`src/rtl/hazard_stall_controller_if.sv`:
```
// Signal bundle between the pipeline datapath and the hazard/stall controller.
// The master side is the pipeline; the slave side is the controller.
interface hazard_stall_controller_if;
    logic       MemRead_ID_EX;
    logic [4:0] Rt_ID_EX;
    logic [4:0] Rs_IF_ID;
    logic [4:0] Rt_IF_ID;
    logic       Uses_Rt_ID;
    logic       Branch_Taken_EX;
    logic       MulDiv_Start_EX;
    logic       MulDiv_Is_Div_EX;
    logic       HiLo_Read_ID;
    logic       MulDiv_Op_ID;
    logic       PC_Write;
    logic       IF_ID_Write;
    logic       IF_ID_Flush;
    logic       ID_EX_Flush;
    logic       MulDiv_Busy;
    logic       MulDiv_Done;
    logic       MulDiv_Sel_Div;

    modport master (
        output MemRead_ID_EX, Rt_ID_EX, Rs_IF_ID, Rt_IF_ID, Uses_Rt_ID,
        output Branch_Taken_EX, MulDiv_Start_EX, MulDiv_Is_Div_EX,
        output HiLo_Read_ID, MulDiv_Op_ID,
        input  PC_Write, IF_ID_Write, IF_ID_Flush, ID_EX_Flush,
        input  MulDiv_Busy, MulDiv_Done, MulDiv_Sel_Div
    );

    modport slave (
        input  MemRead_ID_EX, Rt_ID_EX, Rs_IF_ID, Rt_IF_ID, Uses_Rt_ID,
        input  Branch_Taken_EX, MulDiv_Start_EX, MulDiv_Is_Div_EX,
        input  HiLo_Read_ID, MulDiv_Op_ID,
        output PC_Write, IF_ID_Write, IF_ID_Flush, ID_EX_Flush,
        output MulDiv_Busy, MulDiv_Done, MulDiv_Sel_Div
    );
endinterface

```
`src/rtl/hazard_stall_controller.sv`:
```
// Hazard/stall controller for the 5-stage MIPS pipeline: load-use stalls,
// taken-branch flushes and sequencing of the multi-cycle MULTU/DIVU unit.
module hazard_stall_controller #(
    parameter int MULT_CYCLES = 32,
    parameter int DIV_CYCLES  = 32,
    parameter int CNT_W       = 6
) (
    input  logic                        clk,
    input  logic                        rst,
    hazard_stall_controller_if.slave    bus
);

    typedef enum logic [1:0] {
        ST_IDLE = 2'd0,
        ST_BUSY = 2'd1,
        ST_DONE = 2'd2
    } state_t;

    localparam logic [CNT_W-1:0] MULT_LOAD = CNT_W'(MULT_CYCLES - 1);
    localparam logic [CNT_W-1:0] DIV_LOAD  = CNT_W'(DIV_CYCLES - 1);

    state_t             state_r;
    state_t             state_nxt_s;
    logic [CNT_W-1:0]   count_r;
    logic [CNT_W-1:0]   count_nxt_s;
    logic               sel_div_r;
    logic               sel_div_nxt_s;
    logic               busy_r;
    logic               done_r;
    logic               load_use_s;
    logic               hilo_stall_s;
    logic               stall_s;

    // FSM state, counter and registered status outputs
    always_ff @(posedge clk or negedge rst) begin
        if (!rst) begin
            state_r   <= ST_IDLE;
            count_r   <= '0;
            sel_div_r <= 1'b0;
            busy_r    <= 1'b0;
            done_r    <= 1'b0;
        end else begin
            state_r   <= state_nxt_s;
            count_r   <= count_nxt_s;
            sel_div_r <= sel_div_nxt_s;
            busy_r    <= (state_nxt_s == ST_BUSY);
            done_r    <= (state_nxt_s == ST_DONE);
        end
    end

    // Next-state logic; a Start in BUSY is ignored, a Start in DONE restarts
    always_comb begin
        state_nxt_s   = state_r;
        count_nxt_s   = count_r;
        sel_div_nxt_s = sel_div_r;
        case (state_r)
            ST_IDLE, ST_DONE: begin
                if (bus.MulDiv_Start_EX) begin
                    count_nxt_s   = bus.MulDiv_Is_Div_EX ? DIV_LOAD : MULT_LOAD;
                    sel_div_nxt_s = bus.MulDiv_Is_Div_EX;
                    state_nxt_s   = ST_BUSY;
                end else begin
                    state_nxt_s   = ST_IDLE;
                end
            end
            ST_BUSY: begin
                if (count_r == CNT_W'(1)) begin
                    count_nxt_s = '0;
                    state_nxt_s = ST_DONE;
                end else begin
                    count_nxt_s = count_r - CNT_W'(1);
                    state_nxt_s = ST_BUSY;
                end
            end
            default: begin
                count_nxt_s = '0;
                state_nxt_s = ST_IDLE;
            end
        endcase
    end

    // Hazard detection; HI/LO readers are released in the DONE cycle
    always_comb begin
        load_use_s   = bus.MemRead_ID_EX && (bus.Rt_ID_EX != 5'd0) &&
                       ((bus.Rt_ID_EX == bus.Rs_IF_ID) ||
                        (bus.Uses_Rt_ID && (bus.Rt_ID_EX == bus.Rt_IF_ID)));
        hilo_stall_s = (bus.HiLo_Read_ID || bus.MulDiv_Op_ID) &&
                       ((state_r == ST_BUSY) || bus.MulDiv_Start_EX);
        stall_s      = load_use_s || hilo_stall_s;
    end

    // Pipeline control with branch flush taking priority over stalls
    always_comb begin
        bus.PC_Write    = 1'b1;
        bus.IF_ID_Write = 1'b1;
        bus.IF_ID_Flush = 1'b0;
        bus.ID_EX_Flush = 1'b0;
        if (bus.Branch_Taken_EX) begin
            bus.IF_ID_Flush = 1'b1;
            bus.ID_EX_Flush = 1'b1;
        end else if (stall_s) begin
            bus.PC_Write    = 1'b0;
            bus.IF_ID_Write = 1'b0;
            bus.ID_EX_Flush = 1'b1;
        end else begin
            bus.PC_Write    = 1'b1;
            bus.IF_ID_Write = 1'b1;
        end
    end

    assign bus.MulDiv_Busy    = busy_r;
    assign bus.MulDiv_Done    = done_r;
    assign bus.MulDiv_Sel_Div = sel_div_r;

endmodule

```
`src/flat_wrapper.sv`:
```
// flat-port wrapper written by rule: the top's interface ports become plain ports
module hazard_stall_controller_flat 
#(
    parameter int MULT_CYCLES = 32,
    parameter int DIV_CYCLES  = 32,
    parameter int CNT_W       = 6
)
  (clk, rst, bus_MemRead_ID_EX, bus_Rt_ID_EX, bus_Rs_IF_ID, bus_Rt_IF_ID, bus_Uses_Rt_ID, bus_Branch_Taken_EX, bus_MulDiv_Start_EX, bus_MulDiv_Is_Div_EX, bus_HiLo_Read_ID, bus_MulDiv_Op_ID, bus_PC_Write, bus_IF_ID_Write, bus_IF_ID_Flush, bus_ID_EX_Flush, bus_MulDiv_Busy, bus_MulDiv_Done, bus_MulDiv_Sel_Div);
  hazard_stall_controller_if bus_i ();
  input  logic clk;
  input  logic rst;
  input wire logic [$bits(bus_i.MemRead_ID_EX)-1:0] bus_MemRead_ID_EX;
  input wire logic [$bits(bus_i.Rt_ID_EX)-1:0] bus_Rt_ID_EX;
  input wire logic [$bits(bus_i.Rs_IF_ID)-1:0] bus_Rs_IF_ID;
  input wire logic [$bits(bus_i.Rt_IF_ID)-1:0] bus_Rt_IF_ID;
  input wire logic [$bits(bus_i.Uses_Rt_ID)-1:0] bus_Uses_Rt_ID;
  input wire logic [$bits(bus_i.Branch_Taken_EX)-1:0] bus_Branch_Taken_EX;
  input wire logic [$bits(bus_i.MulDiv_Start_EX)-1:0] bus_MulDiv_Start_EX;
  input wire logic [$bits(bus_i.MulDiv_Is_Div_EX)-1:0] bus_MulDiv_Is_Div_EX;
  input wire logic [$bits(bus_i.HiLo_Read_ID)-1:0] bus_HiLo_Read_ID;
  input wire logic [$bits(bus_i.MulDiv_Op_ID)-1:0] bus_MulDiv_Op_ID;
  output wire logic [$bits(bus_i.PC_Write)-1:0] bus_PC_Write;
  output wire logic [$bits(bus_i.IF_ID_Write)-1:0] bus_IF_ID_Write;
  output wire logic [$bits(bus_i.IF_ID_Flush)-1:0] bus_IF_ID_Flush;
  output wire logic [$bits(bus_i.ID_EX_Flush)-1:0] bus_ID_EX_Flush;
  output wire logic [$bits(bus_i.MulDiv_Busy)-1:0] bus_MulDiv_Busy;
  output wire logic [$bits(bus_i.MulDiv_Done)-1:0] bus_MulDiv_Done;
  output wire logic [$bits(bus_i.MulDiv_Sel_Div)-1:0] bus_MulDiv_Sel_Div;
  assign bus_i.MemRead_ID_EX = bus_MemRead_ID_EX;
  assign bus_i.Rt_ID_EX = bus_Rt_ID_EX;
  assign bus_i.Rs_IF_ID = bus_Rs_IF_ID;
  assign bus_i.Rt_IF_ID = bus_Rt_IF_ID;
  assign bus_i.Uses_Rt_ID = bus_Uses_Rt_ID;
  assign bus_i.Branch_Taken_EX = bus_Branch_Taken_EX;
  assign bus_i.MulDiv_Start_EX = bus_MulDiv_Start_EX;
  assign bus_i.MulDiv_Is_Div_EX = bus_MulDiv_Is_Div_EX;
  assign bus_i.HiLo_Read_ID = bus_HiLo_Read_ID;
  assign bus_i.MulDiv_Op_ID = bus_MulDiv_Op_ID;
  assign bus_PC_Write = bus_i.PC_Write;
  assign bus_IF_ID_Write = bus_i.IF_ID_Write;
  assign bus_IF_ID_Flush = bus_i.IF_ID_Flush;
  assign bus_ID_EX_Flush = bus_i.ID_EX_Flush;
  assign bus_MulDiv_Busy = bus_i.MulDiv_Busy;
  assign bus_MulDiv_Done = bus_i.MulDiv_Done;
  assign bus_MulDiv_Sel_Div = bus_i.MulDiv_Sel_Div;
  hazard_stall_controller #(.MULT_CYCLES(MULT_CYCLES), .DIV_CYCLES(DIV_CYCLES), .CNT_W(CNT_W)) u_core (.clk(clk), .rst(rst), .bus(bus_i));
endmodule
```
`config.mk`:
```
export PLATFORM = sky130hd
export DESIGN_NAME = hazard_stall_controller_flat
export DESIGN_NICKNAME = d
export VERILOG_FILES = /design/src/rtl/hazard_stall_controller_if.sv /design/src/rtl/hazard_stall_controller.sv /design/src/flat_wrapper.sv
export SDC_FILE = /design/constraint.sdc
export NUM_CORES = 1
export LEC_CHECK = 0
export ABC_AREA = 1
export CAP_MARGIN = 25
export CORE_MARGIN = 5
export CORE_UTILIZATION = 38
export DETAILED_ROUTE_END_ITERATION = 6
export MAX_ROUTING_LAYER = met4
export PLACE_DENSITY = 0.81
export RECOVER_POWER = 50
export SYNTH_ARGS = -nofsm -noshare
export SYNTH_HDL_FRONTEND = slang
export SYNTH_SLANG_ARGS = --single-unit
```
`constraint.sdc`:
```
create_clock -name clk -period 1.2 [get_ports clk]
set_input_delay 0.24 -clock clk [delete_from_list [all_inputs] [get_ports clk]]
set_output_delay 0.24 -clock clk [all_outputs]
set_load 0.05 [all_outputs]
```
Word-level counts from Yosys, hierarchy flattened. Index checks and enable logic that the tools add are counted.

Output and inout port bits: 7. Register bits after elaboration: 11. Logic and storage cells: 37. Bits of input ports: 24.

Equality and inequality tests: 8. Reduce and logical (&&, ||, !) cells: 12. Add/sub/neg operators: 1. Multiplexer cells: 11.

Operators with widths (number): $mux 6 (2); $pmux 6 s2 (1); $eq 5x5->1 (2); $eq 6x1->1 const B (1); $mux 1 (6); $sub 6x1->6 const B (1); $reduce_bool 5->1 (1); $eq 2x1->1 const B (2); $eq 2x2->1 const B (2); $logic_and 1x1->1 (4); $logic_or 1x1->1 (4); $pmux 2 s2 (1); $logic_not 2->1 (1); $mux 2 (1); $ne 2x2->1 const B (1); $reduce_and 2->1 (1); $reduce_or 2->1 (1).

Logic depth before layout (Yosys ltp).
Depth in word-level cells: 7. Gate-level depth with buffers: 10. Gate-level depth less buffers: 9.

Least setup slack after synthesis. OpenSTA, ideal clock, no wires.

Path kind: register -> output. Start point: reg u_core.state_r[0]. End point: out bus_PC_Write. Arrival: 1424 ps. Path buffers: 1. Required time: 960 ps. Setup slack: -464 ps. Stages on the path, launching flop included: 7. Path through: dfrtp_1 > inv_2 > nor2_8 > o22ai_1 > nand2_1 > nand2_1 > buf_4.

Word-level cells in the longest chain between the ends: 6.

RTL lines: start, declared (line hazard_stall_controller.sv:22) `state_t state_r;`; start signal, assigned (line hazard_stall_controller.sv:43) `state_r <= state_nxt_s;`; $eq 2x1->1 (line hazard_stall_controller.sv:88) `((state_r == ST_BUSY) || bus.MulDiv_Start_EX);`; $logic_or 1x1->1 (line hazard_stall_controller.sv:88); $logic_and 1x1->1 (line hazard_stall_controller.sv:87) `hilo_stall_s = (bus.HiLo_Read_ID || bus.MulDiv_Op_ID) &&`; $logic_or 1x1->1 (line hazard_stall_controller.sv:89) `stall_s = load_use_s || hilo_stall_s;`; $mux 1 (2 in a row); end, declared (line flat_wrapper.sv:22) `output wire logic [$bits(bus_i.PC_Write)-1:0] bus_PC_Write;`.

No other way between the ends.

Final worst setup path.
Start point: in bus_Rs_IF_ID[0]. End point: out bus_IF_ID_Write.

Word-level cells in the longest chain between the ends: 6.

RTL lines: start, declared (line flat_wrapper.sv:14) `input wire logic [$bits(bus_i.Rs_IF_ID)-1:0] bus_Rs_IF_ID;`; $eq 5x5->1 (line hazard_stall_controller.sv:85) `((bus.Rt_ID_EX == bus.Rs_IF_ID) ||`; $logic_or 1x1->1 (line hazard_stall_controller.sv:85); $logic_and 1x1->1 (line hazard_stall_controller.sv:84) `load_use_s = bus.MemRead_ID_EX && (bus.Rt_ID_EX != 5'd0) &&`; $logic_or 1x1->1 (line hazard_stall_controller.sv:89); $mux 1 (line hazard_stall_controller.sv:101) `end else if (stall_s) begin`; $mux 1 (line hazard_stall_controller.sv:98) `if (bus.Branch_Taken_EX) begin`; end, declared (line flat_wrapper.sv:23) `output wire logic [$bits(bus_i.IF_ID_Write)-1:0] bus_IF_ID_Write;`.

No other way between the ends.

==> results.md <==
- Max Cap Viol: 0
- Number of nets with antenna violations after routing: 0
- Largest net degree at the start of global routing: 12
- Syn Nets: 139
- Area Growth Syn to Fin: 60.44%
- Clock power frac: approximately a tenth
- Ant diodes: 0
- Leading area contributor after synthesis: dfrtp_1
- R2r worst-path depth: 7
- Comb pwr share: 59.8%
- Power Dens Cells: 1867 mW/mm2
- Total grt overflow: 0
- Post-synthesis compound-gate area fraction: 10.75%
- Final wirelength: 2115 um
- Share of cells above drive strength 1: 34.19%
- Failing checks: negative setup slack
- Status: finished with violations
- Hold-fix buffers at CTS: 0
- CTS Root Cell: clkbuf_4
- Detailed placer's ending HPWL: 1698 um
- Routability cong.: 0.8051
- Sw frac: between 40 and 50%
- Post-synth top flop: dfrtp_1
- TritonCTS sink count: 11
- Final Skew: between 0.003 and 0.004 ns
- Max Clock Freq: about 670 MHz
- Relative slew slack: 62.08%
- Worst EP arrival: roughly 1.3 ns
- Pre-CTS WS: -0.6767 ns
- Worst-margin pin slew: roughly 0.57 ns
- TritonRoute pass-1 iters: 4
- Post-synth EDFFs: 0
- Simple-Gate Fraction of Synth Area: between 30% and 40%
- CP required: between 0.9 and 1 ns
- Post-synthesis instance total: 113
- Int Power: 0.001344 W
- GRT Total Usage: ~14%
- Fin. Hold Viols: 0
- Post-DR wirelength/cell: ~12 um
- Slew Limit Fails: 0
- Top cells by area, synth: dfrtp_1 (34%), nand2_1 (16%), inv_1 (8.9%)
- Hold WC Path Type: in -> async
- Most frequent cell after synthesis: nand2_1
- Critical path class: in -> out
- Fin cells: ~180
- Ys async rst share: 100.0%
- Layout Nets: ~180
- CP endpoint kind: output port
- Psw: between 0.001 and 0.0015 W
- Seq pwr share: slightly below 30%
- Commonest cells post-synth: nand2_1 (35), inv_1 (19), dfrtp_1 (11), nor2_1 (11), o21ai_0 (8)
- XOR/XNOR share of the synthesized area: 3.271%
- Iter 0 DRT Violations: 13
- CTS max path bufs: 2
- CTS tree: built
- Register area: 275.3 um2
- Final Cycle Share: 124.7%
- Proportion of synthesized chip area in sequential cells: 34.27%
- Die width: ~56 um
- Worst-Skew Late Latency: 0.27 ns
- Placed insts: 175
- Syn avg cell area: 7.109 um2
- DR vias/cell: 4.610
- Setup crit start kind: input pin
- Die area: 0.003133 mm2
- Final total power: 0.002406 W
- Leak Pwr: just under 0.7 nW
- Cell area after synthesis: 803.3 um2
- Flops & latches, synth: 11
- Adder and majority cell fraction of the synthesized area: ~3.1%
- Die Ht: 55.98 um
- Yosys warns: 0
- Initial core utilization: 40.53%
- Core Util, Final: around 65%
- Vias: 839
- # fillers: 170
- Buffers added on ports: 30
- Clock transition at path regs: 0.07 ns
- DRC: 0
- Setup WS post-layout: -0.2968 ns
- Vias in the first global route: 851
- Multi-input logic area: approximately 480 um2
- Setup violations, final: 3
- Setup TNS: -0.8231 ns
- Total CTS buffers: 3
- H-tree depth: 1
- Cell variety after synth: 26
- Post-synthesis mux area share: ~1.9%
- RSZ-0062 raised after global routing: yes
- Core area: 0.001982 mm2
- VDD IR max: approximately 0.0017 V
- Antenna violations before repair: 0
- Global-route wire length before repair: 3594 um
- Synth top area share: between 30% and 40%
- Post-route minimum period: about 1.5 ns
- # IOs: 31
- Crit path max fanout: 2
- Largest family of logic cells by synthesized area: simple AND/OR/NAND/NOR gates
- Row cnt: 16
## placed cells by master, fill, tap and decap left out, types with 2 or more instances in the layout
cell,netlist,layout
inv_2,2,8
clkdlybuf4s15_2,0,2
nor2_2,2,2
clkbuf_4,0,3
clkbuf_2,0,2
nand2_1,35,32
buf_12,0,6
nand3_1,3,2
dlygate4sd2_1,0,10
nor2_1,11,11
buf_2,0,3
dfrtp_1,11,11
inv_1,19,13
clkdlybuf4s15_1,0,2
o21ai_0,8,7
nand2_2,2,3
o21ai_2,1,2
clkdlybuf4s50_1,0,4
nand3_2,1,2
buf_4,2,9
nand2_4,1,3
xnor2_1,2,2
## worst max-delay path, cell delays in order
cell and delay, ns:
dlygate4sd2_1 0.22, inv_1 0.04, nand2_1 0.05, nand2_1 0.05, nor2_1 0.11, nand3_1 0.10, nand2_1 0.08, nand2_2 0.07
nand2_2 0.08, nand2_4 0.07, buf_12 0.15
## power groups by stage
stage                     Combinational [W]  Clock (W)  Sequential [W]
after floorplan                    0.000731          0        0.000797
after global placement              0.00133          0        0.000700
after detailed placement            0.00136          0        0.000716
after CTS                           0.00139   0.000265        0.000710
after global routing                0.00158   0.000279        0.000731
final                               0.00144   0.000254        0.000712
## per-stage QoR
stage,hold WS (ns),instance area [um2]
2_1_floorplan,-0.05559,824.5
3_3_place_gp,0.5172,1259
3_5_place_dp,0.5355,1259
4_1_cts,0.2522,1290
5_1_grt,0.5294,1289
6_report,0.4607,1289
## kinds of logic (layout without fill, tap and decap cells)
family,after synthesis,in the layout
muxes,1,1
AOI/OAI and AO/OA,14,14
xor gates and xnor gates,3,3
adders and majority gates,2,2
buffers and inverters,23,65
DFF,11,11
and+or+nand+nor,59,59
## area by class of cell
type | count | share of cell area (%)
well taps | 27 | 2.621
flip-flops and latches | 11 | 21.36
clock inverters | 1 | 0.3883
multi-input cells | 79 | 36.99
inverters | 21 | 6.116
repair buffers | 40 | 30.78
clock buffers | 3 | 1.748
## flip-flops by register name (all words and copies together), names as in the netlist
signal                     flops
u_core.count_r                 6
u_core.bus.MulDiv_Sel_Div      1
u_core.bus.MulDiv_Done         1
u_core.state_r                 2
u_core.bus.MulDiv_Busy         1
## final timing paths
check | from | endpoint | slack [ns]
max reg2reg | u_core.count_r[1]$_DFFE_PN0P_ | u_core.count_r[5]$_DFFE_PN0P_ | 0.05
min reg2reg | u_core.count_r[0]$_DFFE_PN0P_ | u_core.count_r[0]$_DFFE_PN0P_ | 0.54
max | bus_Rs_IF_ID[0] | bus_IF_ID_Write | -0.30
min | rst | u_core.count_r[5]$_DFFE_PN0P_ | 0.46
max in group asynchronous | rst | u_core.bus.MulDiv_Done$_DFF_PN0_ | 0.37
min in group clk | u_core.count_r[0]$_DFFE_PN0P_ | u_core.count_r[0]$_DFFE_PN0P_ | 0.54
## metal layers
metal  vias up  wire [um]  track usage (%)
met4         0          0            2.034
met5         -          0                -
li1        433          -                -
met2        10       1178            24.87
met1       396        871            16.88
met3         0         65            4.640
## repair_timing
action                     4_1_cts  5_1_grt
gates resized for setup         39        9
setup endpoints to repair        4        7
setup buffers                    1        4
cloned                           0        0
pin swaps                       17        5
Power figures use the tool's default switching activity.
